===== config.mk =====
export PLATFORM = sky130hd
export DESIGN_NAME = field_dispatch
export DESIGN_NICKNAME = d
export VERILOG_FILES = /design/src/rtl/field_dispatch_pkg.sv /design/src/rtl/field_dispatch_slot_credit_counter.sv /design/src/rtl/field_dispatch.sv
export SDC_FILE = /design/constraint.sdc
export NUM_CORES = 1
export LEC_CHECK = 0
export CORE_MARGIN = 4
export CORE_UTILIZATION = 56
export DETAILED_ROUTE_END_ITERATION = 8
export PLACE_DENSITY = 0.81
export SKIP_CTS_REPAIR_TIMING = 1
export SKIP_LAST_GASP = 1
export SLEW_MARGIN = 10
export SYNTH_ARGS = -nofsm -noshare
export SYNTH_HDL_FRONTEND = slang
export SYNTH_HIERARCHICAL = 1
export SYNTH_SLANG_ARGS = --single-unit

===== constraint.sdc =====
create_clock -name clk -period 5 [get_ports clk]
set_input_delay 1 -clock clk [delete_from_list [all_inputs] [get_ports clk]]
set_output_delay 1 -clock clk [all_outputs]
set_load 0.05 [all_outputs]

===== src/rtl/field_dispatch_pkg.sv =====
// rtl/field_dispatch_pkg.sv - shared constants and helpers for the field dispatcher
//
// Purpose: protobuf wire-type codes, one-hot FSM state encodings and default
// widths used by field_dispatch and its credit counter.
package field_dispatch_pkg;

    localparam int INDEX_W_DEF         = 10;
    localparam int MAX_OUTSTANDING_DEF = 512;

    localparam logic [2:0] WT_VARINT  = 3'd0;
    localparam logic [2:0] WT_FIXED64 = 3'd1;
    localparam logic [2:0] WT_LEN     = 3'd2;
    localparam logic [2:0] WT_FIXED32 = 3'd5;

    // One-hot state bit positions and the matching state vectors.
    localparam int S_INIT     = 0;
    localparam int S_WAIT_FLD = 1;
    localparam int S_V_DISP   = 2;
    localparam int S_R_DISP   = 3;
    localparam int S_DROP     = 4;

    localparam logic [4:0] ST_INIT     = 5'b00001;
    localparam logic [4:0] ST_WAIT_FLD = 5'b00010;
    localparam logic [4:0] ST_V_DISP   = 5'b00100;
    localparam logic [4:0] ST_R_DISP   = 5'b01000;
    localparam logic [4:0] ST_DROP     = 5'b10000;

    // Wire types handled by the raw-data decoder.
    function automatic logic wt_is_raw(input logic [2:0] wt);
        return (wt == WT_FIXED64) || (wt == WT_LEN) || (wt == WT_FIXED32);
    endfunction

    // Group/deprecated and undefined wire types: consumed but never decoded.
    function automatic logic wt_is_unsupported(input logic [2:0] wt);
        return (wt != WT_VARINT) && !wt_is_raw(wt);
    endfunction

endpackage


===== src/rtl/field_dispatch_slot_credit_counter.sv =====
// rtl/field_dispatch_slot_credit_counter.sv - in-flight message up/down counter
//
// Purpose: counts messages dispatched but not yet retired, saturating at zero.
// Ports:
//   clk, reset_n   clock, asynchronous active-low reset
//   clear_i        synchronous clear to zero (FSM INIT)
//   inc_i          one message fully dispatched
//   dec_i          one message retired downstream
//   count_o        current in-flight count
//   at_max_o       count equals MAX_COUNT (dispatch must stall)
//   underflow_o    one-cycle pulse: retire seen with nothing in flight
module field_dispatch_slot_credit_counter #(
    parameter int CNT_W     = 11,
    parameter int MAX_COUNT = 512
) (
    input  logic             clk,
    input  logic             reset_n,
    input  logic             clear_i,
    input  logic             inc_i,
    input  logic             dec_i,
    output logic [CNT_W-1:0] count_o,
    output logic             at_max_o,
    output logic             underflow_o
);

    logic [CNT_W-1:0] count_q, count_d;

    always_comb begin
        count_d     = count_q;
        underflow_o = 1'b0;
        if (clear_i) begin
            count_d = '0;
        end else if (inc_i && !dec_i) begin
            count_d = count_q + CNT_W'(1);
        end else if (dec_i && !inc_i) begin
            // A retire with nothing in flight is an upstream bug: hold at zero and flag it.
            if (count_q == '0) begin
                underflow_o = 1'b1;
            end else begin
                count_d = count_q - CNT_W'(1);
            end
        end
    end

    always_ff @(posedge clk or negedge reset_n) begin
        if (!reset_n) begin
            count_q <= '0;
        end else begin
            count_q <= count_d;
        end
    end

    assign count_o  = count_q;
    assign at_max_o = (count_q == CNT_W'(MAX_COUNT));

endmodule


===== src/rtl/field_dispatch.sv =====
// rtl/field_dispatch.sv - dispatches protobuf field descriptors to decoder command FIFOs
//
// Purpose: routes each field descriptor to the varint or raw decoder command
// FIFO, tagging it with its message's output slot index, and credit-limits the
// number of messages in flight against retire pulses.
// Ports:
//   clk, reset_n                  clock, asynchronous active-low reset
//   fld_valid/wire_type/last      descriptor handshake in; fld_accepted pulses on consume
//   varint_cmd_full/push          varint command FIFO flow control / push
//   raw_cmd_full/push             raw command FIFO flow control / push
//   cmd_index, cmd_wire_type      payload accompanying either push
//   retire                        output FSM advanced its slot index
//   outstanding                   in-flight message count
//   err                           sticky: bit0 unsupported wire type, bit1 retire underflow
module field_dispatch
    import field_dispatch_pkg::*;
#(
    parameter int INDEX_W         = INDEX_W_DEF,
    parameter int MAX_OUTSTANDING = MAX_OUTSTANDING_DEF
) (
    input  logic               clk,
    input  logic               reset_n,
    input  logic               fld_valid,
    input  logic [2:0]         fld_wire_type,
    input  logic               fld_last,
    output logic               fld_accepted,
    input  logic               varint_cmd_full,
    output logic               varint_cmd_push,
    input  logic               raw_cmd_full,
    output logic               raw_cmd_push,
    output logic [INDEX_W-1:0] cmd_index,
    output logic [2:0]         cmd_wire_type,
    input  logic               retire,
    output logic [INDEX_W:0]   outstanding,
    output logic [1:0]         err
);

    logic [4:0]         state_q, state_d;
    logic [2:0]         wt_q, wt_d;
    logic               last_q, last_d;
    logic [INDEX_W-1:0] index_q, index_d;
    logic [1:0]         err_q, err_d;

    logic consuming;
    logic msg_done;
    logic credit_at_max;
    logic credit_underflow;

    // Any of the three one-cycle consume states closes out the captured field.
    assign consuming = state_q[S_V_DISP] | state_q[S_R_DISP] | state_q[S_DROP];
    // Dropped last fields also close their message so slot numbering stays aligned.
    assign msg_done  = consuming & last_q;

    field_dispatch_slot_credit_counter #(
        .CNT_W    (INDEX_W + 1),
        .MAX_COUNT(MAX_OUTSTANDING)
    ) u_slot_credit_counter (
        .clk        (clk),
        .reset_n    (reset_n),
        .clear_i    (state_q[S_INIT]),
        .inc_i      (msg_done),
        .dec_i      (retire),
        .count_o    (outstanding),
        .at_max_o   (credit_at_max),
        .underflow_o(credit_underflow)
    );

    always_comb begin
        state_d = state_q;
        wt_d    = wt_q;
        last_d  = last_q;
        case (state_q)
            ST_INIT: begin
                state_d = ST_WAIT_FLD;
            end
            ST_WAIT_FLD: begin
                // Unsupported types are drained even under a credit stall so a
                // bad descriptor never blocks the stream.
                if (fld_valid) begin
                    if (wt_is_unsupported(fld_wire_type)) begin
                        wt_d    = fld_wire_type;
                        last_d  = fld_last;
                        state_d = ST_DROP;
                    end else if (credit_at_max) begin
                        state_d = ST_WAIT_FLD;
                    end else if ((fld_wire_type == WT_VARINT) && !varint_cmd_full) begin
                        wt_d    = fld_wire_type;
                        last_d  = fld_last;
                        state_d = ST_V_DISP;
                    end else if (wt_is_raw(fld_wire_type) && !raw_cmd_full) begin
                        wt_d    = fld_wire_type;
                        last_d  = fld_last;
                        state_d = ST_R_DISP;
                    end
                end
            end
            ST_V_DISP, ST_R_DISP, ST_DROP: begin
                state_d = ST_WAIT_FLD;
            end
            default: begin
                state_d = ST_INIT;
            end
        endcase
    end

    always_comb begin
        index_d = index_q;
        if (state_q[S_INIT]) begin
            index_d = '0;
        end else if (msg_done) begin
            index_d = (index_q == {INDEX_W{1'b1}}) ? '0 : index_q + INDEX_W'(1);
        end
    end

    assign err_d = err_q | {credit_underflow, state_q[S_DROP]};

    always_ff @(posedge clk or negedge reset_n) begin
        if (!reset_n) begin
            state_q <= ST_INIT;
            wt_q    <= '0;
            last_q  <= 1'b0;
            index_q <= '0;
            err_q   <= '0;
        end else begin
            state_q <= state_d;
            wt_q    <= wt_d;
            last_q  <= last_d;
            index_q <= index_d;
            err_q   <= err_d;
        end
    end

    // Moore outputs; cmd_index shows the pre-increment slot during the push.
    assign varint_cmd_push = state_q[S_V_DISP];
    assign raw_cmd_push    = state_q[S_R_DISP];
    assign fld_accepted    = consuming;
    assign cmd_index       = (state_q[S_V_DISP] | state_q[S_R_DISP]) ? index_q : '0;
    assign cmd_wire_type   = wt_q;
    assign err             = err_q;

endmodule


Word-level counts from Yosys, hierarchy flattened

Cells that the tools add are included.

Bits of input ports: 10
Bits in registers: 32
Logic and storage cells: 75

Bitwise logic cells: 4
Eq/ne operators: 14
Reductions and logical operators: 22
$add $sub $neg: 3
Mux-type cells: 26

Operators with widths:

| kind                  | count |
|---|---|
| $mux 11               | 4 |
| $mux 10               | 4 |
| $mux 5                | 5 |
| $mux 3                | 4 |
| $add 11x1->11 const B | 1 |
| $eq 11x10->1 const B  | 1 |
| $logic_not 11->1      | 1 |
| $sub 11x1->11 const B | 1 |
| $add 10x1->10 const B | 1 |
| $eq 10x10->1 const B  | 1 |
| $pmux 5 s2            | 1 |
| $reduce_bool 3->1     | 3 |
| $mux 1                | 8 |
| $eq 5x1->1 const B    | 1 |
| $eq 5x2->1 const B    | 1 |
| $eq 5x3->1 const B    | 1 |
| $eq 5x4->1 const B    | 1 |
| $eq 5x5->1 const B    | 1 |
| $logic_and 1x1->1     | 5 |
| $logic_not 1->1       | 5 |
| $ne 5x5->1 const B    | 1 |
| $reduce_and 2->1      | 2 |
| $reduce_and 4->1      | 1 |
| $reduce_or 4->1       | 1 |
| 12 further kinds      | 14 |

Depth between registers and ports, before layout

Depth in word-level cells: 10
Gate-level depth with buffers: 9

By module

Netlist, hierarchy kept.

By module, submodules not included:

| module                             | sequential area each (um2) | area an instance (um2) | times used | cells each |
|---|---|---|---|---|
| field_dispatch                     | 526.8                      | 1133.6                 | 1          | 109 |
| field_dispatch_slot_credit_counter | 275.3                      | 937.1                  | 1          | 108 |

Worst setup path before layout

OpenSTA, ideal clock, no wires.

Path kind: reg-to-reg
From: register state_q[3]
To: register u_slot_credit_counter.count_q[10] (netlist: u_slot_credit_counter/count_o[10])
Required time: 4872 ps
Library setup time: 128 ps
Arrival time: 3024 ps
Clock period less this slack: 3152 ps
Stages on the path, launching flop included: 10
Buffers on the path: 0
Slack: 1848 ps
Cell sequence: dfrtp_1 > o31ai_4 > inv_4 > or2b_2 > fa_1 > a21o_1 > a221oi_2 > a31o_1 > mux2i_1 > mux2_1

Cells in the longest elaborated chain, start to end: 7
Elaborated cells between the ends (all ways): 11

RTL lines:

| element                      | RTL line                                 | source |
|---|---|---|
| start: declaration           | field_dispatch.sv:38                     | `logic [4:0] state_q, state_d;` |
| start signal: assignment     | field_dispatch.sv:125                    | `state_q <= state_d;` |
| $or 1x1->1 (*) (2 in series) | field_dispatch.sv:50                     | `assign consuming = state_q[S_V_DISP] \| state_q[S_R_DISP] \| state_q[S_DROP];` |
| $and 1x1->1 (*)              | field_dispatch.sv:52                     | `assign msg_done = consuming & last_q;` |
| via msg_done                 | field_dispatch.sv:45                     | `logic msg_done;` |
| $logic_not 1->1              | field_dispatch_slot_credit_counter.sv:35 | `end else if (dec_i && !inc_i) begin` |
| $logic_and 1x1->1            | field_dispatch_slot_credit_counter.sv:35 |  |
| $reduce_bool 3->1 (no line)  | -                                        |  |
| $reduce_and 2->1 (no line)   | -                                        |  |
| end signal: assignment       | field_dispatch_slot_credit_counter.sv:49 | `count_q <= count_d;` |
| end: declaration             | field_dispatch_slot_credit_counter.sv:26 | `logic [CNT_W-1:0] count_q, count_d;` |

The timed path passes the listed nets; every way through them passes the cells marked *.
A chain may end at the register's enable or synchronous reset.

Worst setup path after layout

From: input port retire
To: register u_slot_credit_counter.count_q[10] (netlist: u_slot_credit_counter/count_o[10])

Cells in the longest elaborated chain, start to end: 4
Elaborated cells between the ends (all ways): 8

RTL lines:

| element                                                      | RTL line                                 | source |
|---|---|---|
| start: declaration                                           | field_dispatch.sv:33                     | `input logic retire,` |
| $logic_not 1->1                                              | field_dispatch_slot_credit_counter.sv:33 | `end else if (inc_i && !dec_i) begin` |
| $logic_and 1x1->1                                            | field_dispatch_slot_credit_counter.sv:33 |  |
| $ne 3x2->1 (no line), or another cell as far along           | -                                        |  |
| $reduce_and 2->1 (no line) / $mux 11 (equally long branches) | -                                        |  |

Several ways; a longest one is shown, not always the timed one.

==> results.sh <==
export IMPL_status="finished, final reports clean"
export IMPL_wl_per_cell_um=14.97
export IMPL_yosys_area_top_type="dfrtp_1"
export IMPL_grt_pass1_wl_um=7548
export IMPL_antennaDiodeCount=0
export IMPL_slew_headroom_pct=56.68
export IMPL_finalCritPeriodShare_pct=69.41
export IMPL_rsz0062_at_grt="false"
export IMPL_grt_overflow=0
export IMPL_viasPerCell=5.855
export IMPL_ys_warn_count=6
export IMPL_async_flop_share_pct=100.0
export IMPL_worstPathArrival_ns=3.64
export IMPL_synth_top_area_share_pct=37.46
export IMPL_ys_types=50
export IMPL_synth_seq_cells=32
export IMPL_antenna_found_initial=0
export IMPL_rows=21
export IMPL_layout_drive_gt1_share_pct=9.690
export IMPL_p_comb_share_pct=61.5
export IMPL_area_growth_pct=24.65
export IMPL_ir_drop_v=0.0004975
export IMPL_fmax_ghz=0.2881
export IMPL_path_clk_slew_ns=0.07
export IMPL_start_util_pct=60.16
export IMPL_drt_iter0_markers=190
export IMPL_cp_slowest_cell="or2b_2"
export IMPL_syn_avg_cell_area_um2=9.543
export IMPL_slowest_delay_ns=0.45
export IMPL_dp_cells=296
export IMPL_skew_ns=0.006410
export IMPL_cts_root_buf="clkbuf_8"
export IMPL_synth_common_cells="dfrtp_1 (31), nor2_1 (22), nand2_1 (20)"
export IMPL_insertion_delay_ns=0.29
export IMPL_fillers=271
export IMPL_p_int_mw=0.8790
export IMPL_critical_path_top_delay_family="compound AO/OA/AOI/OAI gates"
export IMPL_p_sw_mw=0.8255
export IMPL_critPathLaunchType="input port"
export IMPL_drt_first_pass_iters=4
export IMPL_p_sw_share_pct=48.43
export IMPL_syn_nets=239
export IMPL_clock_sinks=32
export IMPL_gp_congestion=0.8558
export IMPL_dieHeight_um=68.81
export IMPL_pwr_density_cell_mw_per_mm2=660.4
export IMPL_worst_setup_path_type="in -> reg"
export IMPL_hp_class="reg -> reg"
export IMPL_fin_cells=304
export IMPL_drc_errors=0
export IMPL_die_area_mm2=0.004735
export IMPL_nNetsFinal=279
export IMPL_finalSetupViolations=0
export IMPL_final_antenna_net_count=0
export IMPL_io_buffers=38
export IMPL_slew_viol_final=0
export IMPL_total_power_mw=1.705
export IMPL_cts_tree="yes"
export IMPL_h_tree_depth=2
export IMPL_coreArea_mm2=0.003442
export IMPL_grt_max_degree=33
export IMPL_synth_flop_cell="dfrtp_1"
export IMPL_power_frac_clock_pct=12.2
export IMPL_crit_chain="clkdlybuf4s50_1, or2b_2, fa_1, a21o_1, a221oi_2, a31o_1, mux2i_1, mux2_1"
export IMPL_synth_area_mm2=0.002071
export IMPL_dp_hpwl_um=3191
export IMPL_yosysSeqAreaShare_pct=38.73
export IMPL_numCtsBuffers=5
export IMPL_die_x_um=68.81
export IMPL_p_leak_nw=1.071
export IMPL_grt_pass1_vias=1653
export IMPL_worst_setup_path_end_kind="flip-flop"
export IMPL_seqPwrFrac_pct=26.3
export IMPL_vias=1780
export IMPL_max_cap_violations=0
export IMPL_tns_ns=0
export IMPL_postSynthCellCount=217
export IMPL_cp_max_fo=15
export IMPL_drt_wl_total_um=4552
export IMPL_post_route_min_period_ns=3.471
export IMPL_synthTopCellsByArea="dfrtp_1 (37%), ha_1 (6.6%), nor2_1 (4.0%)"
export IMPL_crit_buf_inv=1
export IMPL_clk_path_buf_depth=2
export IMPL_grtUsageTotal_pct=21.60
export IMPL_worstMarginPinSlew_ns=0.6474
export IMPL_synth_most_common_cell="dfrtp_1"
export IMPL_ioPinCount=39
export IMPL_required_ns=5.17
export IMPL_hold_violations=0
export IMPL_synth_edf_count=0
==> routing by layer <==
| metal | up-vias | track usage [%] | wire (um) |
|---|---|---|---|
| li1 | 866 | - | - |
| met1 | 861 | 28.79 | 2191 |
| met2 | 45 | 33.85 | 2050 |
| met3 | 8 | 5.835 | 248 |
| met4 | 0 | 7.299 | 61 |
| met5 | - | 0 | 0 |
==> state kept, by name, summed over array words and instances, names as in the netlist <==
register                       flops
err                                2
index_q                           10
state_q                            5
u_slot_credit_counter/count_o     11
last_q                             1
cmd_wire_type                      3
==> path summary, 6_finish.rpt <==
path,to,slack (ns),cells past startpoint,startpoint
min reg2reg,err[0],0.48,1,err[0]
max in group asynchronous,state_q[0],3.56,2,reset_n
min in group asynchronous,u_slot_credit_counter/count_o[7],1.10,2,reset_n
min,err[0],0.48,1,err[0]
max reg2reg,u_slot_credit_counter/count_o[10],1.94,9,state_q[3]
max,u_slot_credit_counter/count_o[10],1.53,8,retire
==> worst reg2reg max path, delay by kind of cell (launching register included) <==
family | cells | cell delay (ns)
fa+ha+maj | 1 | 0.33
flops | 1 | 0.44
simple gates | 1 | 0.37
mux | 2 | 0.53
compound gates | 4 | 1.18
buf+inv | 1 | 0.11
==> cell type report <==
cell class	count	area [um2]	share of cell area, %
Multi-Input combinational cell	172	1215	47.07
Sequential cell	32	802.0	31.07
Timing Repair Buffer	39	387.9	15.03
Clock buffer	8	90.09	3.490
Tap cell	46	57.56	2.230
Inverter	7	28.78	1.115
==> metrics by stage <==
stage          util [%]  instance area [um2]  hold slack [ns]  setup WS [ns]
2_1_floorplan         -                 2071           0.4699          1.848
3_3_place_gp      72.37                 2491           0.4597          1.295
3_5_place_dp      72.37                 2491           0.4573          1.274
4_1_cts           74.99                 2581           0.4862          1.568
5_1_grt           74.99                 2581           0.4992          1.410
6_report          74.99                 2581           0.4827          1.529
==> layout by cell type (no fill, tap or decap), drive strengths merged, types with 8 or more instances in the layout <==
| master | instances |
|---|---|
| a21oi | 15 |
| clkbuf | 8 |
| clkdlybuf4s50 | 38 |
| dfrtp | 31 |
| ha | 11 |
| nand2 | 20 |
| nand3 | 9 |
| nor2 | 22 |
| nor2b | 12 |
| xor2 | 8 |
==> logic make-up (layout without fill, tap and decap cells) <==
logic type	count (synthesis)	after routing	synth area share, %
adder cells (fa/ha/maj)	12	12	7.613
AO/OA/AOI/OAI	50	50	18.43
buffers and inverters	13	54	2.598
AND/OR/NAND/NOR	88	88	21.51
multiplexers	8	8	5.196
XOR/XNOR	14	14	5.922
flip-flops	32	32	38.73
==> power groups by stage <==
stage                     combinational (mW)  sequential, mW  clock, mW
after floorplan                        0.625           0.601          0
after CTS                               1.04           0.448      0.211
after global routing                    1.13           0.468      0.225
after global placement                  1.02           0.450          0
final                                   1.05           0.448      0.208
after detailed placement                1.04           0.449          0
(Power assumes the default switching activity.)
